### src/rtl/uart_grid_bridge.sv
// uart_grid_bridge
//   Byte-command bridge between a UART-style byte stream and a row-organised
//   cell grid (e.g. a Life engine). Commands received on rx:
//     '0'-'9'  accumulate a decimal repeat count (echoed, saturating)
//     's'      pulse grid_step max(count,1) times, then send 'S'
//     'r'      dump every row as '#'/'.' characters, one line per row
//     'R'      one grid_step pulse, then dump
//     'w'      rewind the write cursor to row 0 / column 0, send 'W'
//     '.' '#'  write one cell at the cursor (echoed); a full row is committed
//     'c'      clear every row, then send 'C'
//     other    answered with 'X'
//
// Ports
//   clk, rst          clock, synchronous active-high reset
//   rx_data/rx_valid  incoming byte; rx_ready high when the byte is taken
//   tx_data/tx_valid  outgoing byte; held until tx_ready completes it
//   grid_row_sel      row address for both read and write
//   grid_step         one-generation pulse
//   grid_wr_en        row write strobe with grid_wr_data
//   grid_rd_data      row contents, valid one cycle after grid_row_sel moves
//   busy              high whenever the command engine is not idle
//
// Build option
//   GRID_BRIDGE_CRLF_EN  line ends become CR LF and every dump starts with
//                        CR LF; otherwise a bare LF ends each line.
module uart_grid_bridge #(
    parameter int COLS       = 8,
    parameter int ROWS       = 32,
    parameter int MAX_REPEAT = 255
) (
    input  logic                     clk,
    input  logic                     rst,
    input  logic [7:0]               rx_data,
    input  logic                     rx_valid,
    output logic                     rx_ready,
    output logic [7:0]               tx_data,
    output logic                     tx_valid,
    input  logic                     tx_ready,
    output logic [$clog2(ROWS)-1:0]  grid_row_sel,
    output logic                     grid_step,
    output logic                     grid_wr_en,
    output logic [COLS-1:0]          grid_wr_data,
    input  logic [COLS-1:0]          grid_rd_data,
    output logic                     busy
);

    localparam int RB = $clog2(ROWS);
    localparam int CB = $clog2(COLS);
    localparam logic [RB-1:0] LAST_ROW = RB'(ROWS - 1);
    localparam logic [CB-1:0] LAST_COL = CB'(COLS - 1);
    localparam logic [20:0]   MAX_ACC  = 21'(MAX_REPEAT);
    localparam logic [15:0]   MAX_CNT  = 16'(MAX_REPEAT);

    typedef enum logic [2:0] {
        IDLE, STEP, DUMP_WAIT, DUMP_COL, DUMP_EOL, CLEAR, ECHO
    } state_t;

    state_t          state, state_n;
    logic [7:0]      tx_data_n;
    logic            tx_valid_n;
    logic [15:0]     count, count_n;
    logic [15:0]     rep, rep_n;
    logic [CB-1:0]   dcol, dcol_n;
    logic [CB-1:0]   wcol, wcol_n;
    logic [RB-1:0]   row, row_n, next_row;
    logic [COLS-1:0] wdata, wdata_n;
    logic            wr_pulse, wr_pulse_n;
    logic            eol_hi, eol_hi_n;
    logic            lead, lead_n;
    logic            dump_after, dump_after_n;
    logic [7:0]      resp, resp_n;

    logic            tx_free;
    logic            send;
    logic [7:0]      send_byte;
    logic            start_dump;
    logic            line_done;
    logic [20:0]     acc;

    assign tx_free      = !tx_valid || tx_ready;
    assign rx_ready     = (state == IDLE) && !tx_valid;
    assign busy         = (state != IDLE);
    assign grid_step    = (state == STEP);
    assign grid_wr_en   = wr_pulse || (state == CLEAR);
    assign grid_wr_data = wdata;
    assign grid_row_sel = row;
    assign next_row     = (row == LAST_ROW) ? '0 : row + 1'b1;

    always_ff @(posedge clk) begin
        if (rst) begin
            state      <= IDLE;
            tx_data    <= '0;
            tx_valid   <= 1'b0;
            count      <= '0;
            rep        <= '0;
            dcol       <= '0;
            wcol       <= '0;
            row        <= '0;
            wdata      <= '0;
            wr_pulse   <= 1'b0;
            eol_hi     <= 1'b0;
            lead       <= 1'b0;
            dump_after <= 1'b0;
            resp       <= '0;
        end else begin
            state      <= state_n;
            tx_data    <= tx_data_n;
            tx_valid   <= tx_valid_n;
            count      <= count_n;
            rep        <= rep_n;
            dcol       <= dcol_n;
            wcol       <= wcol_n;
            row        <= row_n;
            wdata      <= wdata_n;
            wr_pulse   <= wr_pulse_n;
            eol_hi     <= eol_hi_n;
            lead       <= lead_n;
            dump_after <= dump_after_n;
            resp       <= resp_n;
        end
    end

    always_comb begin
        state_n      = state;
        tx_valid_n   = tx_valid && !tx_ready;
        tx_data_n    = tx_data;
        count_n      = count;
        rep_n        = rep;
        dcol_n       = dcol;
        wcol_n       = wcol;
        row_n        = row;
        wdata_n      = wdata;
        wr_pulse_n   = 1'b0;
        eol_hi_n     = eol_hi;
        lead_n       = lead;
        dump_after_n = dump_after;
        resp_n       = resp;
        send         = 1'b0;
        send_byte    = '0;
        start_dump   = 1'b0;
        line_done    = 1'b0;
        acc          = 21'(count) * 21'd10 + 21'(rx_data[3:0]);

        // Every write strobe commits the current row and moves to the next
        // one; clear and cell writes both rely on this single advance.
        if (grid_wr_en)
            row_n = next_row;

        case (state)
            IDLE: begin
                if (rx_valid && rx_ready) begin
                    count_n = '0;
                    if (rx_data >= "0" && rx_data <= "9") begin
                        count_n   = (acc > MAX_ACC) ? MAX_CNT : acc[15:0];
                        send      = 1'b1;
                        send_byte = rx_data;
                    end else begin
                        case (rx_data)
                            "s": begin
                                rep_n        = (count == '0) ? 16'd1 : count;
                                dump_after_n = 1'b0;
                                state_n      = STEP;
                            end
                            "R": begin
                                rep_n        = 16'd1;
                                dump_after_n = 1'b1;
                                state_n      = STEP;
                            end
                            "r": start_dump = 1'b1;
                            "w": begin
                                row_n     = '0;
                                wcol_n    = '0;
                                send      = 1'b1;
                                send_byte = "W";
                            end
                            ".", "#": begin
                                send          = 1'b1;
                                send_byte     = rx_data;
                                wdata_n[wcol] = (rx_data == "#");
                                // The strobe lands next cycle with the full
                                // word; the row advances after that strobe.
                                if (wcol == LAST_COL) begin
                                    wr_pulse_n = 1'b1;
                                    wcol_n     = '0;
                                end else begin
                                    wcol_n = wcol + 1'b1;
                                end
                            end
                            "c": begin
                                wdata_n = '0;
                                row_n   = '0;
                                state_n = CLEAR;
                            end
                            default: begin
                                send      = 1'b1;
                                send_byte = "X";
                            end
                        endcase
                    end
                end
            end
            STEP: begin
                rep_n = rep - 1'b1;
                if (rep == 16'd1) begin
                    if (dump_after) begin
                        start_dump = 1'b1;
                    end else begin
                        resp_n  = "S";
                        state_n = ECHO;
                    end
                end
            end
            CLEAR: begin
                if (row == LAST_ROW) begin
                    wcol_n  = '0;
                    resp_n  = "C";
                    state_n = ECHO;
                end
            end
            ECHO: begin
                if (tx_free) begin
                    send      = 1'b1;
                    send_byte = resp;
                    state_n   = IDLE;
                end
            end
            DUMP_WAIT: begin
                dcol_n  = '0;
                state_n = DUMP_COL;
            end
            DUMP_COL: begin
                if (tx_free) begin
                    send      = 1'b1;
                    send_byte = grid_rd_data[dcol] ? "#" : ".";
                    if (dcol == LAST_COL) begin
                        eol_hi_n = 1'b0;
                        state_n  = DUMP_EOL;
                    end else begin
                        dcol_n = dcol + 1'b1;
                    end
                end
            end
            DUMP_EOL: begin
                if (tx_free) begin
                    send = 1'b1;
`ifdef GRID_BRIDGE_CRLF_EN
                    if (!eol_hi) begin
                        send_byte = 8'h0D;
                        eol_hi_n  = 1'b1;
                    end else begin
                        send_byte = 8'h0A;
                        eol_hi_n  = 1'b0;
                        line_done = 1'b1;
                    end
`else
                    send_byte = 8'h0A;
                    line_done = 1'b1;
`endif
                end
            end
            default: state_n = IDLE;
        endcase

        // A finished line is either the leading line end of a dump or the
        // end of a row; only the latter moves the row pointer.
        if (line_done) begin
            if (lead) begin
                lead_n  = 1'b0;
                state_n = DUMP_WAIT;
            end else if (row == LAST_ROW) begin
                row_n   = '0;
                state_n = IDLE;
            end else begin
                row_n   = next_row;
                state_n = DUMP_WAIT;
            end
        end

        if (start_dump) begin
            row_n    = '0;
            dcol_n   = '0;
            eol_hi_n = 1'b0;
`ifdef GRID_BRIDGE_CRLF_EN
            lead_n   = 1'b1;
            state_n  = DUMP_EOL;
`else
            lead_n   = 1'b0;
            state_n  = DUMP_WAIT;
`endif
        end

        if (send) begin
            tx_valid_n = 1'b1;
            tx_data_n  = send_byte;
        end
    end

endmodule

### config.mk
export PLATFORM = sky130hd
export DESIGN_NAME = uart_grid_bridge
export DESIGN_NICKNAME = d
export VERILOG_FILES = /design/src/rtl/uart_grid_bridge.sv
export SDC_FILE = /design/constraint.sdc
export NUM_CORES = 1
export LEC_CHECK = 0
export BUFFER_PORTS_ARGS = -buffer_cell sky130_fd_sc_hd__buf_2
export CORE_MARGIN = 5
export CORE_UTILIZATION = 40
export DETAILED_ROUTE_END_ITERATION = 8
export MAX_ROUTING_LAYER = met4
export PLACE_DENSITY_LB_ADDON = 0.3
export SLEW_MARGIN = 5
export SYNTH_ARGS = -nofsm -noshare
export SYNTH_HDL_FRONTEND = slang
export SYNTH_SLANG_ARGS = --single-unit
### constraint.sdc
create_clock -name clk -period 6.7 [get_ports clk]
set_clock_uncertainty 0.15 [all_clocks]
set_input_delay 1.34 -clock clk [delete_from_list [all_inputs] [get_ports clk]]
set_output_delay 1.34 -clock clk [all_outputs]
set_load 0.005 [all_outputs]
==> key figures, run 1 <==
Power and ir drop
  – Leakage: 2.34 nW
  – Part of the power in the clock network: 0.481
  – Switching Share: 0.255
  – Power Density: 172 nW/um^2
  – Worst VDD drop: 0.000144 V
  – Power share of the sequential group: 0.422
  – Internal power: 726 uW
  – P_sw: 249 uW
  – Combinational share of power: 0.097
  – Power, Total: 975 uW

Place
  – Final HPWL DP: 10200 um
  – Port Buffer Count: 45
  – Routability cong.: 0.947

Logic synthesis
  – Post-synth EDFFs: 0
  – Synth Area in Simple Gates: 0.276
  – Syn Std Cell Area: 5070 um^2
  – Synth unique cells: 72
  – Post-Synth Adder-Cell Area: 0.104
  – Synth Area in Compound Gates: 0.254
  – Syn. warnings: 0
  – Primary FF master, synth: dfxtp_1
  – Main combinational cell family by area after synthesis: simple AND/OR/NAND/NOR gates
  – Register bit total from synthesis: 67
  – Syn avg cell area: 7.75 um^2
  – Register area share after synthesis: 0.265
  – Mapped Cells: 654
  – Async SR Flop Fraction: 0
  – Post-Syn Nets: 715
  – XOR/XNOR share of the synthesized area: 0.0257
  – Mux cell area share after synthesis: 0.0370

Layout
  – Fillers: 1274
  – Final Util: 0.454
  – Nets: 743
  – Storage cell area: 1340 um^2
  – Share of layout cells above drive strength 1: 0.115
  – ANT cells: 0
  – Area grow syn2layout: 12.1%
  – Multi-input logic area: 3530 um^2

Setup path
  – Worst EP required: 6.75 ns
  – Signal arrival time at the worst endpoint: 4.18 ns
  – Most used cell, CP: ha_1
  – Critical path's slowest cell: fa_1
  – Worst setup EP type: flip-flop
  – Crit path cell chain: ha_1 > ha_1 > fa_1 > a211oi_2 > o211ai_1 > a221oi_2 > nand3_2 > or3_4 > nor3_2 > o211ai_2 > a2111oi_0 > a31oi_1
  – CP Launch Type: flip-flop
  – Max stage delay on crit path: 0.48 ns
  – Reg2reg setup slack: 2.57 ns
  – Crit Path Class: reg -> reg
  – Crit Path Max Fanout: 8

Detailed routing
  – Via density: 5.90
  – TritonRoute pass-1 iters: 5
  – Number of DRC markers in iteration 0: 459
  – WL met3: 699 um
  – Antenna-violating nets left: 0
  – Wire per inst: 15.8 um
  – Final WL: 13600 um
  – Met1 wire length: 6040 um
  – Top sig layer: met4
  – Vias: 5065
  – DRC errors left: 0
  – WL met2: 6630 um

Clocking
  – TritonCTS clock tree: done
  – CTS sink count: 67
  – Post-cts sizing count: 0
  – Clk_lat worst skew: 0.33 ns
  – Root buf cell: clkbuf_16
  – Cts bufs inserted: 9
  – CTS max path bufs: 2
  – Cts hold-fix bufs: 0
  – Clock transition at the registers of the reported paths: 0.06 ns
  – Post-CTS setup buffer count: 0
  – H-Tree Depth: 3

Floorplanning
  – Die Width: 123 um
  – Die outline height: 123 um
  – Top Ports: 46
  – Row count: 41
  – Initial Utilization: 0.405
  – Core Footprint: 12500 um^2
  – Die area: 15000 um^2

Timing
  – Hold Fails Final Rpt: 0
  – Tcrit/Tclk final: 0.616
  – Finish-stage setup viols: 0
  – Fmax achieved: 242 MHz
  – Fin crit period: 4.13 ns
  – Final Max Tran Viols: 0
  – Slew HR: 0.164
  – Unrepaired setup endpoints after global routing: false
  – Least-Margin Pin Slew: 1.25 ns
  – Setup_tns: 0 ns

Worst hold path
  – Worst min path class: reg -> reg

Flow run
  – Max cap viols: 0

GRT
  – Largest net degree at the start of global routing: 41
  – Vias in the first global route: 4970
  – GRT Total Usage: 0.194
  – Gr ovfl total: 0
  – Initial antenna violation count: 0
  – First-pass GRT wire length: 23500 um

Status
  – Status: completed
## Yosys cell counts, types with 3 or more instances
master,count,area share
and2_1,11,0.014
a211oi_1,9,0.013
a21oi_1,63,0.062
nor2b_1,7,0.0086
dfxtp_1,67,0.26
o31ai_1,4,0.0059
mux2i_1,12,0.024
xnor2_1,7,0.012
o21ai_0,31,0.031
or2_2,3,0.0037
inv_1,18,0.013
nand4b_1,3,0.0052
a21o_1,11,0.016
a22oi_1,10,0.015
a221oi_1,7,0.012
clkbuf_1,23,0.017
o211ai_1,6,0.0089
a2111oi_0,6,0.010
buf_2,3,0.0030
nand2_1,51,0.038
o21a_1,3,0.0044
a311oi_1,3,0.0052
nor4_1,10,0.012
nand4_1,6,0.0074
nand3_1,18,0.018
nand3b_1,6,0.0089
a31oi_1,14,0.017
or3_1,6,0.0074
nor3_1,35,0.035
ha_1,39,0.096
and3b_1,3,0.0052
a211o_1,3,0.0052
nor2_1,80,0.059
nand2b_1,14,0.017
xor2_1,6,0.010
and3_1,6,0.0074
## final timing paths
path	startpoint	end	cells past startpoint
worst min register to register	tx_data[4]$_SDFFE_PP0P_	tx_data[4]$_SDFFE_PP0P_	2
worst max register to register	count[1]$_SDFFE_PP0P_	count[4]$_SDFFE_PP0P_	12
worst min-delay path	tx_data[4]$_SDFFE_PP0P_	tx_data[4]$_SDFFE_PP0P_	2
worst max-delay path	count[1]$_SDFFE_PP0P_	count[4]$_SDFFE_PP0P_	12
## layer usage
layer,up-vias,global-route usage
li1,2503,-
met1,2409,0.235
met2,132,0.328
met3,21,0.0350
met4,0,0.0644
met5,-,-
## logic make-up after synthesis
group                    count (synthesis)
adder cells (fa/ha/maj)                 41
XOR/XNOR                                14
multiplexers                            16
buffers and inverters                   46
flip-flops                              67
AND/OR/NAND/NOR                        275
AO/OA/AOI/OAI                          195
## per-stage QoR
stage	cell area (um^2)	hold WS (ns)	setup WS [ns]	std cells
floorplan	5070	0.287	3.03	654
global placement	5380	0.289	2.54	843
detailed placement	5380	0.311	2.46	843
CTS	5680	0.317	2.58	859
global route	5680	0.337	2.28	859
finish	5680	0.307	2.57	859
## flip-flops by register name, indices dropped and copies added (netlist names)
signal / count
resp: 2
wr_pulse: 1
dump_after: 1
grid_wr_data: 8
grid_row_sel: 5
tx_data: 8
dcol: 3
state: 3
count: 16
rep: 16
tx_valid: 1
wcol: 3
## final cells by class
type	instances	share of cell area
clock inverters	6	0.0117
multi-input cells	541	0.622
inverters	18	0.0119
flip-flops and latches	67	0.236
clock buffers	10	0.0403
repair buffers	45	0.0397
well taps	172	0.0379
## cells in the final DEF (no fill, tap or decap), types with 4 or more instances in the layout
cell,n
and3_1,6
nand3b_1,6
xor2_1,6
nor3_1,35
a221oi_1,7
a22oi_1,10
nor2_1,80
or3_1,6
nor4_1,10
a211oi_1,9
a31oi_1,14
nand3_1,18
o211ai_1,6
nand2_1,51
xnor2_1,7
and2_1,11
o21ai_0,31
buf_2,45
mux2i_1,12
clkbuf_16,9
nor2b_1,7
nand2b_1,14
o31ai_1,4
a21o_1,11
ha_1,39
a2111oi_0,6
nand4_1,6
a21oi_1,63
dfxtp_1,67
inv_1,18
## worst max-delay path: cells and delay by family (launching register included)
family                   cells  cell delay (ns)
AO/OA/AOI/OAI                6             1.62
flip-flops                   1             0.47
AND/OR/NAND/NOR              3             0.71
adder cells (fa/ha/maj)      3             1.03
## power groups by stage
stage / sequential, mW / clock (mW) / combinational (mW)
after floorplan: 0.418 / 0 / 0.0644
after global placement: 0.420 / 0 / 0.0918
after detailed placement: 0.420 / 0 / 0.0931
after CTS: 0.411 / 0.477 / 0.0937
after global routing: 0.412 / 0.496 / 0.105
final: 0.411 / 0.469 / 0.0947
Power figures use the tool's default switching activity.
==> run 2, diff against run 1 <==
- clock period: 6.7 -> 4.3 ns (I/O delays scaled with it)
==> run 2 against run 1 <==
First-iteration DRC count shrank 24%. Largest power group unchanged. Sequential share of layout area decreased by 0.23 points. Critical endpoint unchanged. Cell count increased by 0.35%. Core utilization rose by 0.44 points. Design area up 0.97%. Worst hold slack better by 0.0020 ns. Combinational power rose by 58%. Count of clock-buffer cells in the layout fell by 1. Largest cell class unchanged.
==> key figures, run 2 (synthesis results as in run 1) <==
Clocking
  – Cts hold-fix bufs: 0 (unchanged)
  – Root buf cell: clkbuf_16
  – Post-CTS setup buffer count: 0 (unchanged)
  – TritonCTS clock tree: done
  – CTS sink count: 67 (unchanged)
  – CTS max path bufs: 2 (unchanged)
  – Clock transition at the registers of the reported paths: 0.05 ns (about the same)
  – Cts bufs inserted: 9 (unchanged)
  – Clk_lat worst skew: 0.34 ns (about the same)
  – H-Tree Depth: 3 (unchanged)

Timing
  – Setup_tns: 0 ns (unchanged)
  – Hold Worst Slack: 0.309 ns (+0.00205 ns)
  – Least-Margin Pin Slew: 0.938 ns (-0.316 ns)
  – Fmax achieved: 243 MHz (+0.46%)
  – Unrepaired setup endpoints after global routing: true
  – Slew HR: 0.372 (+0.208)
  – Setup ws final: 0.192 ns (-2.38 ns)
  – Finish-stage setup viols: 0 (unchanged)
  – Final Max Tran Viols: 0 (unchanged)
  – Tcrit/Tclk final: 0.955 (+0.339)
  – Hold Fails Final Rpt: 0 (unchanged)
  – Fin crit period: 4.11 ns (-0.0188 ns)

Floorplanning
  – Die area: 15000 um^2 (unchanged)
  – Row count: 41 (unchanged)
  – Initial Utilization: 0.405 (unchanged)
  – Core Footprint: 12500 um^2 (unchanged)
  – Die outline height: 123 um (unchanged)
  – Die Width: 123 um (unchanged)
  – Top Ports: 46 (unchanged)

GRT
  – GRT Total Usage: 0.184 (-0.0106)
  – Initial antenna violation count: 0 (unchanged)
  – Vias in the first global route: 4518 (-9.1%)
  – Gr ovfl total: 0 (unchanged)
  – First-pass GRT wire length: 21800 um (-7.1%)
  – Largest net degree at the start of global routing: 41 (unchanged)

Setup path
  – Signal arrival time at the worst endpoint: 4.16 ns (-0.02 ns)
  – Worst setup EP type: flip-flop
  – Reg2reg setup slack: 0.19 ns (-2.38 ns)
  – Crit Path Max Fanout: 8 (unchanged)
  – Max stage delay on crit path: 0.47 ns (about the same)
  – Critical path's slowest cell: fa_1
  – RR Endpoint: count[4]$_SDFFE_PP0P_
  – Worst setup path endpoint: count[4]$_SDFFE_PP0P_
  – Crit path cell chain: ha_1 > ha_1 > fa_1 > a211oi_2 > o211ai_1 > a221oi_2 > nand3_2 > or3_4 > nor3_2 > o211ai_2 > a2111oi_0 > a31oi_1
  – Worst r2r src: count[1]$_SDFFE_PP0P_
  – Most used cell, CP: ha_1
  – Crit Path Class: reg -> reg
  – Critical path buffers and inverters: 0 (unchanged)
  – CP Launch Type: flip-flop
  – Crit path depth: 12 (unchanged)
  – Worst EP required: 4.35 ns (-2.40 ns)
  – Crit path from: count[1]$_SDFFE_PP0P_
  – Reg2reg path depth: 12 (unchanged)
  – Cell family with most CP delay: compound AO/OA/AOI/OAI gates

Worst hold path
  – Hold depth: 2 (unchanged)
  – Worst min path class: reg -> reg

Detailed routing
  – Final WL: 13500 um (-0.77%)
  – Antenna-violating nets left: 0 (unchanged)
  – TritonRoute pass-1 iters: 5 (unchanged)
  – Via density: 5.88 (-0.27%)
  – DRC errors left: 0 (unchanged)
  – Number of DRC markers in iteration 0: 348 (-24%)
  – Wire per inst: 15.7 um (-1.1%)
  – Vias: 5069 (+0.079%)

Layout
  – Share of layout cells above drive strength 1: 0.120 (+0.00530)
  – Biggest regs: count: 16 flops, rep: 16 flops
  – ANT cells: 0 (unchanged)
  – Commonest cells after routing, fill and taps aside: nor2_1 (80), dfxtp_1 (67), a21oi_1 (63)
  – Fillers: 1250 (-1.9%)
  – Leading cell type in the layout, fill and taps excluded: nor2_1
  – Area grow syn2layout: 13.2%
  – Nets: 746 (+0.40%)

Place
  – Routability cong.: 0.900 (-5.0%)
  – Final HPWL DP: 10300 um (+0.71%)
  – Port Buffer Count: 45 (unchanged)
  – Pre-CTS WS: 0.248 ns (-2.21 ns)

Power and ir drop
  – Worst VDD drop: 0.000211 V (+47%)
  – Power Density: 279 nW/um^2 (+62%)
  – Leakage: 2.37 nW (+1.2%)

Flow run
  – Max cap viols: 0 (unchanged)

Status
  – Status: completed
[run 2: timing repair]
item / 4_1_cts / 5_1_grt
endpoints found under the hold margin: 0 / 0
gates resized for setup: 0 / 2
setup endpoints to repair: 0 / 4
[run 2: worst min-delay path by stage]
stage,from,end
after global routing,tx_data[7]$_SDFFE_PP0P_,tx_data[7]$_SDFFE_PP0P_
after detailed placement,tx_data[4]$_SDFFE_PP0P_,tx_data[4]$_SDFFE_PP0P_
after CTS,tx_data[4]$_SDFFE_PP0P_,tx_data[4]$_SDFFE_PP0P_
after global placement,tx_data[4]$_SDFFE_PP0P_,tx_data[4]$_SDFFE_PP0P_
after floorplan,resp[1]$_SDFFE_PP0P_,resp[1]$_SDFFE_PP0P_
final,tx_data[4]$_SDFFE_PP0P_,tx_data[4]$_SDFFE_PP0P_
[run 2: where the power goes]
part           total (mW)  switching (mW)  internal (mW)
clock network       0.809           0.298          0.512
logic               0.150          0.0975         0.0525
registers           0.640         0.00945          0.631
[run 2: per-stage QoR]
| stage | instance area, um^2 | util | std cells | power [mW] |
|---|---|---|---|---|
| 2_1_floorplan | 5070 | - | 654 | 0.751 |
| 3_5_place_dp | 5410 | 0.432 | 846 | 0.802 |
| 6_report | 5730 | 0.458 | 862 | 1.60 |
| 3_3_place_gp | 5410 | 0.432 | 846 | 0.798 |
| 4_1_cts | 5730 | 0.458 | 862 | 1.61 |
| 5_1_grt | 5730 | 0.458 | 862 | 1.66 |
[run 2: layout make-up]
cell class | instances | area (um^2) | area share
multi-input cells | 541 | 3540 | 0.617
well taps | 172 | 215 | 0.0375
clock inverters | 7 | 100 | 0.0175
repair buffers | 48 | 248 | 0.0432
clock buffers | 9 | 225 | 0.0393
inverters | 18 | 67.6 | 0.0118
flip-flops and latches | 67 | 1340 | 0.234
[run 2: layer usage]
metal | routed length (um) | share of wire | global-route usage
met1 | 6130 | 0.45 | 0.228
met2 | 6460 | 0.48 | 0.303
met3 | 742 | 0.055 | 0.0392
met4 | 166 | 0.012 | 0.0518
met5 | 0 | 0 | -
[run 2: tightest hold or removal path: cells and delay by family, from the launching register on]
| kind | cells | cell delay [ns] |
|---|---|---|
| flip-flops | 1 | 0.31 |
| AND/OR/NAND/NOR | 1 | 0.05 |
| AO/OA/AOI/OAI | 1 | 0.05 |
==> run 3, diff against run 2 <==
- PLACE_DENSITY_LB_ADDON: 0.3 -> unset
==> run 3 against run 2 <==
Largest cell class unchanged. Sequential cell count unchanged. Critical path type unchanged. Critical endpoint is now count[7]$_SDFFE_PP0P_. Fmax up 3.1%. Sequential power is essentially flat. Wire length is 1.7% higher. Highest routed layer unchanged. Combinational power about the same. Total power shrank 4.0%.
==> key figures, run 3 (synthesis results as in run 1) <==
Layout
  – ANT cells: 0 (unchanged)
  – Leading cell type in the layout, fill and taps excluded: nor2_1
  – Nets: 748 (+0.27%)
  – Storage cell area: 1340 um^2 (unchanged)
  – Non-filler cells, final: 864 (+0.23%)
  – Commonest cells after routing, fill and taps aside: nor2_1 (80), dfxtp_1 (67), a21oi_1 (63)
  – Share of layout cells above drive strength 1: 0.126 (+0.00543)
  – Fillers: 1258 (+0.64%)
  – Biggest regs: count: 16 flops, rep: 16 flops
  – Multi-input logic area: 3550 um^2 (+0.39%)
  – Area grow syn2layout: 13.3%

Flow run
  – Max cap viols: 0 (unchanged)

Setup path
  – Max stage delay on crit path: 0.47 ns (about the same)
  – Worst setup EP type: flip-flop
  – Crit Path Max Fanout: 8 (unchanged)
  – Worst EP required: 4.35 ns (about the same)
  – Critical path's slowest cell: dfxtp_1
  – Reg2reg path depth: 12 (unchanged)
  – RR Endpoint: count[7]$_SDFFE_PP0P_
  – Reg2reg setup slack: 0.32 ns (+0.12 ns)
  – Crit Path Class: reg -> reg
  – CP Launch Type: flip-flop
  – Signal arrival time at the worst endpoint: 4.04 ns (-0.12 ns)
  – Crit path cell chain: ha_1 > ha_1 > fa_1 > a211oi_2 > o211ai_1 > a221oi_2 > nand3_2 > or3_4 > nor3_2 > o211ai_2 > a2111oi_1 > a31oi_1
  – Most used cell, CP: ha_1
  – Worst r2r src: count[1]$_SDFFE_PP0P_

Clocking
  – Clock transition at the registers of the reported paths: 0.06 ns (about the same)
  – TritonCTS clock tree: done
  – Root buf cell: clkbuf_16
  – Cts hold-fix bufs: 0 (unchanged)
  – Clk_lat worst skew: 0.34 ns (about the same)
  – CTS sink count: 67 (unchanged)
  – CTS max path bufs: 2 (unchanged)
  – H-Tree Depth: 3 (unchanged)
  – Cts bufs inserted: 9 (unchanged)

Power and ir drop
  – Worst VDD drop: 0.000152 V (-28%)
  – Power Density: 268 nW/um^2 (-4.1%)
  – Leakage: 2.37 nW (about the same)
  – Power, Total: 1.54 mW (-4.0%)

Detailed routing
  – Vias: 5083 (+0.28%)
  – WL met3: 679 um (-8.5%)
  – Antenna-violating nets left: 0 (unchanged)
  – Wire per inst: 15.9 um (+1.5%)
  – Via density: 5.88 (about the same)
  – Number of DRC markers in iteration 0: 336 (-3.4%)
  – Final WL: 13700 um (+1.7%)
  – Top sig layer: met4
  – Met1 wire length: 6240 um (+1.8%)
  – DRC errors left: 0 (unchanged)
  – WL met2: 6530 um (+1.1%)
  – TritonRoute pass-1 iters: 5 (unchanged)

Floorplanning
  – Die area: 15000 um^2 (unchanged)
  – Initial Utilization: 0.405 (unchanged)
  – Row count: 41 (unchanged)
  – Die outline height: 123 um (unchanged)
  – Core Footprint: 12500 um^2 (unchanged)
  – Die Width: 123 um (unchanged)
  – Top Ports: 46 (unchanged)

Timing
  – Fin crit period: 3.98 ns (-0.124 ns)
  – Hold Fails Final Rpt: 0 (unchanged)
  – Setup ws final: 0.315 ns (+0.124 ns)
  – Final Max Tran Viols: 0 (unchanged)
  – Least-Margin Pin Slew: 1.07 ns (+0.130 ns)
  – Setup_tns: 0 ns (unchanged)
  – Slew HR: 0.285 (-0.0870)
  – Fmax achieved: 251 MHz (+3.1%)
  – Finish-stage setup viols: 0 (unchanged)
  – Hold Worst Slack: 0.306 ns (-0.00337 ns)
  – Tcrit/Tclk final: 0.927 (-0.0288)

GRT
  – Initial antenna violation count: 0 (unchanged)
  – First-pass GRT wire length: 22500 um (+3.0%)
  – Vias in the first global route: 4744 (+5.0%)
  – GRT Total Usage: 0.189 (+0.00523)
  – Largest net degree at the start of global routing: 41 (unchanged)
  – Gr ovfl total: 0 (unchanged)

Place
  – Final HPWL DP: 10300 um (+0.24%)
  – Dpl cells: 846 (unchanged)
  – Pre-CTS WS: 0.255 ns (+0.00622 ns)
  – Port Buffer Count: 45 (unchanged)
  – Routability cong.: 0.897 (-0.27%)

Worst hold path
  – Hold Crit Start: tx_data[4]$_SDFFE_PP0P_
  – Worst min path class: reg -> reg
  – Hold Path End: tx_data[4]$_SDFFE_PP0P_
  – Hold depth: 2 (unchanged)

Status
  – Status: completed
## run 3: stage by stage
stage | cell area, um^2 | util
after floorplan | 5070 | -
after global placement | 5410 | 0.432
after detailed placement | 5410 | 0.432
after CTS | 5710 | 0.456
after global routing | 5740 | 0.459
final | 5740 | 0.459
## run 3: layer usage
layer	vias to the layer above	track usage
met5	-	-
met4	0	0.0728
met3	20	0.0369
met2	142	0.309
met1	2411	0.231
li1	2510	-
## run 3: repair_timing
item	CTS	global route
setup buffers	0	2
resized for setup	0	7
endpoints found under the hold margin	0	0
setup endpoints to repair	0	5
## run 3: critical path, delay by kind of cell (launching register included)
family / cells / cell delay (ns)
AO/OA/AOI/OAI: 6 / 1.53
adder cells (fa/ha/maj): 3 / 1.01
AND/OR/NAND/NOR: 3 / 0.69
flip-flops: 1 / 0.47
## run 3: report_power, final
part	total, mW	leakage [nW]	switching (mW)	internal (mW)
combinational	0.150	1.68	0.0976	0.0525
sequential	0.641	0.541	0.00982	0.631
clock	0.745	0.146	0.293	0.452
## run 3: worst max-delay path by stage
stage,from,to,cells past startpoint
5_1_grt,count[1]$_SDFFE_PP0P_,count[7]$_SDFFE_PP0P_,12
3_3_place_gp,count[1]$_SDFFE_PP0P_,count[3]$_SDFFE_PP0P_,12
2_1_floorplan,count[1]$_SDFFE_PP0P_,count[3]$_SDFFE_PP0P_,12
3_5_place_dp,count[1]$_SDFFE_PP0P_,count[3]$_SDFFE_PP0P_,12
6_report,count[1]$_SDFFE_PP0P_,count[7]$_SDFFE_PP0P_,12
4_1_cts,count[1]$_SDFFE_PP0P_,count[7]$_SDFFE_PP0P_,12
## run 3: cell type report
class	instances	area share
Clock buffer	9	0.0392
Clock inverter	7	0.0135
Inverter	18	0.0118
Multi-Input combinational cell	541	0.618
Sequential cell	67	0.234
Tap cell	172	0.0375
Timing Repair Buffer	50	0.0458
